<file path="src/rtl/ripple_count_monitor.sv">
// Step checker for a free-running counter: classifies each sampled value against the
// previous one, counts terminal-count wraps and offers each wrap over a valid/ready slot.
module ripple_count_monitor #(
    parameter int unsigned W    = 4,
    parameter int unsigned TERM = (1 << W) - 1,
    parameter int unsigned CW   = 8
) (
    input  logic          clk,
    input  logic          reset,
    input  logic [W-1:0]  cnt_in,
    input  logic          evt_ready,
    output logic          wrap_pulse,
    output logic          restart_pulse,
    output logic          seq_err,
    output logic          in_fault,
    output logic [CW-1:0] wraps,
    output logic          evt_valid,
    output logic [CW-1:0] evt_data,
    output logic          evt_ovf
);

    typedef enum logic [1:0] {
        StSync,
        StTrack,
        StFault
    } state_e;

    localparam logic [W:0] TermX = (W + 1)'(TERM);

    state_e         state;
    logic [W-1:0]   s_q;
    logic           s_vld;
    logic [W-1:0]   prev;

    logic [W:0]     prev_x;
    logic [W:0]     s_x;
    logic [W:0]     prev_inc;
    logic           s_zero;
    logic           is_hold;
    logic           is_step;
    logic           trk_wrap;
    logic           trk_restart;
    logic           trk_err;
    logic           flt_exit;
    logic           slot_free;
    logic [CW-1:0]  wraps_inc;

    // Extra MSB keeps prev = 2**W-1 from aliasing its successor onto 0.
    always_comb begin
        prev_x      = {1'b0, prev};
        s_x         = {1'b0, s_q};
        prev_inc    = prev_x + (W + 1)'(1);
        s_zero      = (s_q == '0);
        is_hold     = (s_q == prev);
        is_step     = (prev_x < TermX) && (s_x == prev_inc);
        trk_wrap    = !is_hold && (prev_x == TermX) && s_zero;
        trk_restart = !is_hold && s_zero && (prev_x != TermX);
        trk_err     = !is_hold && !is_step && !trk_wrap && !trk_restart;
        flt_exit    = s_zero && (prev != '0);
        slot_free   = !evt_valid || evt_ready;
        wraps_inc   = wraps + CW'(1);
    end

    always_ff @(posedge clk or posedge reset) begin
        if (reset) begin
            state         <= StSync;
            s_q           <= '0;
            s_vld         <= 1'b0;
            prev          <= '0;
            wrap_pulse    <= 1'b0;
            restart_pulse <= 1'b0;
            seq_err       <= 1'b0;
            in_fault      <= 1'b0;
            wraps         <= '0;
            evt_valid     <= 1'b0;
            evt_data      <= '0;
            evt_ovf       <= 1'b0;
        end else begin
            s_q           <= cnt_in;
            s_vld         <= 1'b1;
            wrap_pulse    <= 1'b0;
            restart_pulse <= 1'b0;
            seq_err       <= 1'b0;

            // A wrap below overrides this when it refills the slot in the same cycle.
            if (evt_valid && evt_ready) begin
                evt_valid <= 1'b0;
            end

            case (state)
                StSync: begin
                    if (s_vld) begin
                        prev  <= s_q;
                        state <= StTrack;
                    end
                end
                StTrack: begin
                    prev <= s_q;
                    if (trk_wrap) begin
                        wrap_pulse <= 1'b1;
                        wraps      <= wraps_inc;
                        if (slot_free) begin
                            evt_valid <= 1'b1;
                            evt_data  <= wraps_inc;
                        end else begin
                            evt_ovf <= 1'b1;
                        end
                    end
                    if (trk_restart) begin
                        restart_pulse <= 1'b1;
                    end
                    if (trk_err) begin
                        seq_err  <= 1'b1;
                        in_fault <= 1'b1;
                        state    <= StFault;
                    end
                end
                StFault: begin
                    prev <= s_q;
                    if (flt_exit) begin
                        restart_pulse <= 1'b1;
                        in_fault      <= 1'b0;
                        state         <= StTrack;
                    end
                end
                default: begin
                    state <= StSync;
                end
            endcase
        end
    end

endmodule

</file>
<file path="config.mk">
export PLATFORM = sky130hd
export DESIGN_NAME = ripple_count_monitor
export DESIGN_NICKNAME = d
export VERILOG_FILES = /design/src/rtl/ripple_count_monitor.sv
export SDC_FILE = /design/constraint.sdc
export NUM_CORES = 1
export LEC_CHECK = 0
export BUFFER_PORTS_ARGS = -buffer_cell sky130_fd_sc_hd__buf_2
export CAP_MARGIN = 20
export CORE_MARGIN = 3
export CORE_UTILIZATION = 54
export DETAILED_ROUTE_END_ITERATION = 7
export PLACE_DENSITY = 0.73
export REMOVE_ABC_BUFFERS = 1
export SKIP_LAST_GASP = 1
export SYNTH_ARGS = -nofsm -noshare
export SYNTH_HDL_FRONTEND = slang
export SYNTH_SLANG_ARGS = --single-unit
</file>
<file path="constraint.sdc">
create_clock -name clk -period 2.2 [get_ports clk]
set_input_delay 0.11 -clock clk [delete_from_list [all_inputs] [get_ports clk]]
set_output_delay 0.11 -clock clk [all_outputs]
set_load 0.05 [all_outputs]
</file>
== Word-level counts from Yosys, hierarchy flattened ==
Cells that the tools add are included.

* Register bits after elaboration: 33
* Logic and storage cells: 73
* ROM bits: 0
* Memories kept: 0
* Output and inout bits: 22
* RAM bits: 0
* Bits in latches: 0

* Add/subtract/negate cells: 2
* $mul: 0
* Bitwise logic cells: 1
* Muxes and demuxes: 20
* Magnitude comparators: 1
* Reduce and logical (&&, ||, !) cells: 28
* Shift-type cells: 0
* Div/mod/pow operators: 0
* Equality and inequality tests: 9

{| class="wikitable"
|+ Operator list
! cell !! number
|-
| $mux 1 || 12
|-
| $reduce_and 3->1 || 4
|-
| $logic_and 1x1->1 || 10
|-
| $add 8x1->8 const B || 1
|-
| $pmux 4 s2 || 1
|-
| $mux 2 || 3
|-
| $ne 2x2->1 const B || 3
|-
| $pmux 2 s3 || 1
|-
| $add 4x1->5 const B || 1
|-
| $eq 4x5->1 || 1
|-
| $logic_not 1->1 || 5
|-
| $eq 4x4->1 || 1
|-
| $eq 4x4->1 const B || 1
|-
| $logic_not 4->1 || 1
|-
| $lt 4x4->1 const B || 1
|-
| $mux 4 || 1
|-
| $ne 4x4->1 const B || 1
|-
| $pmux 1 s2 || 2
|-
| $reduce_and 2->1 || 2
|-
| $reduce_bool 2->1 || 2
|-
| $reduce_bool 4->1 || 1
|-
| $eq 2x1->1 const B || 1
|-
| $eq 2x2->1 const B || 1
|-
| $logic_not 2->1 || 1
|-
| 3 further kinds || 3
|}

== Longest topological paths before layout ==
Gate-level depths: netlist (run 1).

* Depth after elaboration: 9
* Gate-level depth with buffers: 7
* Gate-level depth less buffers: 7

== Worst setup path after synthesis (run 1) ==
No wires, ideal clock.

* Path kind: register to register
* Start: register prev[0]
* End: register evt_data[1]
* Path buffers: 0
* Data required time: 2.075 ns
* Cell stages (with the launch flop): 5
* Arrival: 1.658 ns
* Path slack: 0.418 ns
* Cell sequence: dfrtp_1 -> ha_1 -> nand3_1 -> nor4_4 -> mux2_2

* Longest elaborated chain between the ends: 5
* Elaborated cells on any way between the ends: 6
* Classes of those cells: eq/ne: 2; reduce/logical: 4

{| class="wikitable"
|+ RTL lines
! item !! line !! RTL
|-
| from (decl) || 33 || <nowiki>logic [W-1:0] prev;</nowiki>
|-
| from (signal assigned) || 93 || <nowiki>prev <= s_q;</nowiki>
|-
| from (signal assigned) || 98 || <nowiki>prev <= s_q;</nowiki>
|-
| from (signal assigned) || 119 || <nowiki>prev <= s_q;</nowiki>
|-
| $eq 4x4->1 || 54 || <nowiki>is_hold = (s_q == prev);</nowiki>
|-
| $logic_not 1->1 || 56 || <nowiki>trk_wrap = !is_hold && (prev_x == TermX) && s_zero;</nowiki>
|-
| $logic_and 1x1->1 * (2 in series) || 56 ||
|-
| $reduce_and 3->1 (no line) * || - ||
|-
| to (signal assigned) || 104 || <nowiki>evt_data <= wraps_inc;</nowiki>
|-
| to (decl) || 18 || <nowiki>output logic [CW-1:0] evt_data,</nowiki>
|}

Every way passes the cells marked *; elsewhere a longest branch is shown, timed or not.
A chain may end at the register's enable or synchronous reset.

== Worst setup path after layout (run 1) ==
* Start: register prev[0]
* End: register wraps[1]

* Longest elaborated chain between the ends: 5
* Elaborated cells on any way between the ends: 6
* Classes of those cells: eq/ne: 2; reduce/logical: 4

{| class="wikitable"
|+ RTL lines
! item !! line !! RTL
|-
| $eq 4x4->1 || 54 ||
|-
| $logic_not 1->1 || 56 ||
|-
| $logic_and 1x1->1 * (2 in series) || 56 ||
|-
| $reduce_and 2->1 (no line) * || - ||
|-
| to (signal assigned) || 101 || <nowiki>wraps <= wraps_inc;</nowiki>
|-
| to (decl) || 16 || <nowiki>output logic [CW-1:0] wraps,</nowiki>
|}

Marks and branches as above.

==> results.toml, run 1 <==
[grt]
grt_util_all_layers_pct = 16.8
grt-ovfl-total = 0
grt_max_degree = 34
antenna_found_initial = 0
grt_pass1_vias = 1013
grt_pass1_wl_um = 4530

[final_layout]
n_fill_cell = 220
syn2layout_area_growth_pct = 17.3
diodes = 0
seqCellArea_um2 = 826
final_common_cell = "dfrtp_1"
post_route_cells_drive_above_1_share_pct = 28.9
final_cell_area_mm2 = 0.00192
multi_input_area_um2 = 768
final_cell_mix = "dfrtp_1 (33), buf_2 (28), nor2_1 (11), xnor2_1 (11), a21oi_1 (9)"
instances_no_fill = 211
finalNetCount = 194

[clocking]
cts.htree.levels = 2
clk_path_buf_depth = 2
cts.sinks = 33
postCtsSetupRepairBufs = 0
cts_tree = "built"
cts.reportedPaths.clkPinSlew_ns = 0.09
root_buffer = "clkbuf_4"
clock_latency_ns = 0.33
post_cts_resized = 0
numCtsBuffers = 5

[routing]
drt-initial-drc-count = 56
first_pass_iters = 4
via_count = 1114
wl_per_cell_um = 13.3
drt-total-wl_um = 2810
antenna_left = 0
routed_via_density = 5.28
drc_errors = 0

[sta]
fin_tns_setup_ns = 0
slew_headroom_pct = 66.1
rsz0062_at_grt = "false"
drv_slew = 0
tightest_slew_ns = 0.505
max_freq_mhz = 530
hold_viol = 0
skew_ns = 0.00812
setup_viol = 0
hold_ws_ns = 0.133
period_share_pct = 85.8
fin_crit_ns = 1.89

[floorplanning]
io_pins = 29
die_area_mm2 = 0.00373
rows = 19
start_util_pct = 57.9
core-area_mm2 = 0.00283
dieHeight_um = 61.1
die-width_um = 61.1

[synth]
ys_ff_latch = 33
ys_warn_count = 0
yosysSeqAreaShare_pct = 50.5
avgSynthCellArea_um2 = 11.7
syn-instance-count = 140
netlist_area_mm2 = 0.00164
yosysUniqueCellTypes = 38

[placement]
place_inst = 199
gp_congestion = 0.798
io_buffers = 28
dpl.hpwl_um = 2040
dpl-instance-area_mm2 = 0.00181

[outcome]
status = "finished clean"

[power]
p_leak_uw = 0.000908
pwr_density_cell_mw_per_mm2 = 1100
power_uw = 2110
ir_drop_v = 0.000617

[min_path]
min_path_type = "primary input to register"
whs_endpoint = "evt_ovf$_DFFE_PP0P_"
worst_hold_startpoint = "evt_ready"
holdPathStages = 3

[critical_path]
arrival_ns = 2.10
reg2reg_from = "prev[0]$_DFFE_PP0P_"
critical_path_class = "register to register"
reg2regPathDepth = 4
regToRegSetupSlack_ns = 0.31
crit_required_ns = 2.42
r2r-end = "wraps[1]$_DFFE_PP0P_"
cp-start-kind = "register"
cp_max_fo = 10
end_kind = "register"

[flow_run]
max_cap_violations = 0
-- cell usage after synthesis, drive strengths merged --
library cell	number	area, um2
nor4	4	70.1
buf	2	16.3
a22oi	1	7.51
nand2b	1	6.26
o2bb2ai	1	8.76
a21bo	1	10.0
or3	1	6.26
o21ai	3	15.0
a21o	1	7.51
and3	4	25.0
mux2i	1	10.0
o21ba	1	10.0
nand4	2	12.5
dfrtp	33	826
nor4b	1	8.76
nand3	6	30.0
nand2	7	28.8
inv	7	26.3
mux2	6	67.6
nor3	1	16.3
and4	1	8.76
xor2	9	93.8
a21oi	9	45.0
o21a	1	7.51
nand3b	1	7.51
or3b	1	8.76
xnor2	11	96.3
or2	1	6.26
nor2b	2	12.5
ha	7	87.6
o32ai	1	8.76
nor2	11	41.3
conb	1	3.75
-- worst max-delay path by stage --
stage                   startpoint                       to  slack, ns
6_report       prev[0]$_DFFE_PP0P_     wraps[1]$_DFFE_PP0P_       0.31
5_1_grt        prev[0]$_DFFE_PP0P_  evt_data[3]$_DFFE_PP0P_       0.16
4_1_cts        prev[0]$_DFFE_PP0P_  evt_data[3]$_DFFE_PP0P_       0.29
3_5_place_dp   prev[0]$_DFFE_PP0P_     wraps[1]$_DFFE_PP0P_       0.32
3_3_place_gp   prev[0]$_DFFE_PP0P_     wraps[1]$_DFFE_PP0P_       0.38
2_1_floorplan  prev[0]$_DFFE_PP0P_  evt_data[1]$_DFFE_PP0P_       0.22
-- sequential cells by signal, indices dropped and copies added (netlist names), 2 cells and up --
name,count
state,2
wraps,8
prev,4
s_q,4
evt_data,8
-- metal layers --
| layer | track usage (%) | vias to the layer above | routed length (um) |
|---|---|---|---|
| met5 | 0 | - | 0 |
| met4 | 8.36 | 0 | 48 |
| met3 | 5.03 | 7 | 125 |
| met2 | 25.2 | 28 | 1320 |
| met1 | 22.3 | 523 | 1320 |
| li1 | - | 556 | - |
-- power by group --
group          switching, uW  internal, uW
logic                    568           358
registers                125           722
clock network            184           151
total                    876          1230
-- critical path: stages (launching register included) --
cell	delay [ns]
dfrtp_1	0.45
ha_1	0.26
nand3_1	0.26
nor3_4	0.45
mux2_1	0.36
-- through the flow --
step           util, %  setup WS, ns
5_1_grt           67.8         0.162
2_1_floorplan        -         0.222
6_report          67.8         0.312
3_3_place_gp      64.1         0.383
3_5_place_dp      64.1         0.318
4_1_cts           67.8         0.292
-- timing repair --
| item | in CTS | in global routing |
|---|---|---|
| hold buffers | 5 | 0 |
| setup endpoints to repair | 0 | 0 |
| endpoints found under the hold margin | 37 | 0 |
-- layout make-up --
class	instances	area share (%)
flip-flops and latches	33	43.0
multi-input cells	98	40.0
repair buffers	35	10.7
clock buffers	7	2.87
well taps	31	2.02
inverters	7	1.37
-- cells by family after synthesis --
group	count (synthesis)	synth area share (%)
AOI/OAI and AO/OA	19	7.34
xor gates and xnor gates	20	11.6
adders and majority gates	7	5.35
buffers and inverters	9	2.60
DFF	33	50.5
muxes	7	4.74
other	1	0.229
and+or+nand+nor	44	17.7
(Power assumes the default switching activity.)
==> run 2: changes to the inputs <==
--- a/config.mk
+++ b/config.mk
@@ -8,11 +8,12 @@
 export BUFFER_PORTS_ARGS = -buffer_cell sky130_fd_sc_hd__buf_2
 export CAP_MARGIN = 20
 export CORE_MARGIN = 3
-export CORE_UTILIZATION = 54
+export CORE_UTILIZATION = 36
 export DETAILED_ROUTE_END_ITERATION = 7
-export PLACE_DENSITY = 0.73
+export PLACE_DENSITY = 0.51
 export REMOVE_ABC_BUFFERS = 1
 export SKIP_LAST_GASP = 1
+export SLEW_MARGIN = 0
 export SYNTH_ARGS = -nofsm -noshare
 export SYNTH_HDL_FRONTEND = slang
 export SYNTH_SLANG_ARGS = --single-unit
==> results.toml, run 2 (synthesized netlist as in run 1, its figures left out) <==
[placement]
io_buffers = 28
dpl.hpwl_um = 2170
gp_congestion = 0.818
dpl-instance-area_mm2 = 0.00184

[clocking]
post_cts_resized = 0
numCtsBuffers = 5
cts_tree = "built"
clock_latency_ns = 0.27
cts.sinks = 33
postCtsSetupRepairBufs = 0
root_buffer = "clkbuf_8"
clk_path_buf_depth = 2
cts.htree.levels = 2
cts.reportedPaths.clkPinSlew_ns = 0.06

[critical_path]
cp_max_fo = 10
crit_required_ns = 2.36
cpMaxStageDelayCell = "nor3_4"
worstPathCellList = "ha_1 > nand3_1 > nor3_4 > mux2_1"
max_stage_delay_ns = 0.46
arrival_ns = 2.04
critical_path_class = "register to register"
cp-start-kind = "register"
end_kind = "register"

[grt]
grt_pass1_vias = 1079
grt-ovfl-total = 0
use_met3_pct = 4.10
grt_pass1_wl_um = 5000
antenna_found_initial = 0
grtUsageMet1_pct = 15.9
top_usage_layer = "met2"
grt_max_degree = 34
grtUsageMet2_pct = 18.7
grt_util_all_layers_pct = 12.1

[routing]
drt-initial-drc-count = 46
wl_per_cell_um = 12.1
via_count = 1082
routed_via_density = 4.70
drt-total-wl_um = 2780
antenna_left = 0
first_pass_iters = 4
drc_errors = 0

[floorplanning]
start_util_pct = 39.0
io_pins = 29
die-width_um = 73.4
rows = 23
core-area_mm2 = 0.00420
die_area_mm2 = 0.00539
dieHeight_um = 73.4

[sta]
max_freq_mhz = 531
fin_tns_setup_ns = 0
setup_viol = 0
period_share_pct = 85.5
hold_viol = 0
fin_crit_ns = 1.88
skew_ns = 0.00218
rsz0062_at_grt = "false"
drv_slew = 0

[final_layout]
post_route_cells_drive_above_1_share_pct = 28.9
n_fill_cell = 392
final_cell_mix = "dfrtp_1 (33), buf_2 (28), nor2_1 (11), xnor2_1 (11), a21oi_1 (9)"
top_regs = "evt_data: 8 flops, wraps: 8 flops"
final_cell_area_mm2 = 0.00197
diodes = 0
finalNetCount = 194
final_common_cell = "dfrtp_1"
syn2layout_area_growth_pct = 20.6

[flow_run]
max_cap_violations = 0

[power]
pwr_density_cell_mw_per_mm2 = 1110
p_leak_uw = 0.000921
ir_drop_v = 0.000439

[outcome]
status = "finished clean"

[min_path]
min_path_type = "primary input to register"
## run 2: cell counts in the layout (fill, tap and decap cells not counted)
No cell type changed its count.
## run 2: stage by stage
stage	total power [uW]	std cells	hold WS, ns	util [%]	setup slack, ns
global route	2380	230	0.207	47.0	0.199
CTS	2240	230	0.191	47.0	0.288
finish	2200	230	0.196	47.0	0.318
detailed placement	1780	218	0.219	43.7	0.309
global placement	1760	218	0.217	43.7	0.375
floorplan	1590	138	0.141	-	0.222
## run 2: repair_timing
| action | CTS | global route |
|---|---|---|
| endpoints found under the hold margin | 37 | 0 |
| hold buffers | 5 | 0 |
| setup endpoints to repair | 0 | 0 |
## run 2: path summary, 6_finish.rpt
| kind | from | to | slack [ns] | cells past startpoint |
|---|---|---|---|---|
| worst max-delay path | prev[0]$_DFFE_PP0P_ | wraps[1]$_DFFE_PP0P_ | 0.32 | 4 |
| worst min-delay path | evt_ready | evt_ovf$_DFFE_PP0P_ | 0.20 | 3 |
| worst min register to register | evt_ovf$_DFFE_PP0P_ | evt_ovf$_DFFE_PP0P_ | 0.47 | 1 |
| max in group asynchronous | reset | evt_data[7]$_DFFE_PP0P_ | 1.45 | 4 |
| min in group asynchronous | reset | prev[3]$_DFFE_PP0P_ | 0.46 | 4 |
| worst max register to register | prev[0]$_DFFE_PP0P_ | wraps[1]$_DFFE_PP0P_ | 0.32 | 4 |
## run 2: where the power goes
group	total, uW	switching, uW	internal (uW)
clock network	440	192	248
logic	916	560	356
registers	844	121	724
## run 2: layout make-up
class	instances	area (um2)	share of cell area (%)
Clock buffer	7	86.3	4.37
Inverter	7	26.3	1.33
Multi-Input combinational cell	98	768	38.9
Sequential cell	33	826	41.8
Tap cell	50	62.6	3.17
Timing Repair Buffer	35	205	10.4
## run 2: metal layers
metal,part of all wire (%),vias up,wire length [um]
li1,-,553,-
met1,47,503,1300
met2,47,24,1300
met3,5.5,2,154
met4,0.79,0,22
met5,0,-,0
## run 2: worst max-delay path: cells and delay by family (launching register included)
kind	cells	cell delay (ns)
adder cells (fa/ha/maj)	1	0.26
multiplexers	1	0.36
AND/OR/NAND/NOR	2	0.70
flip-flops	1	0.44
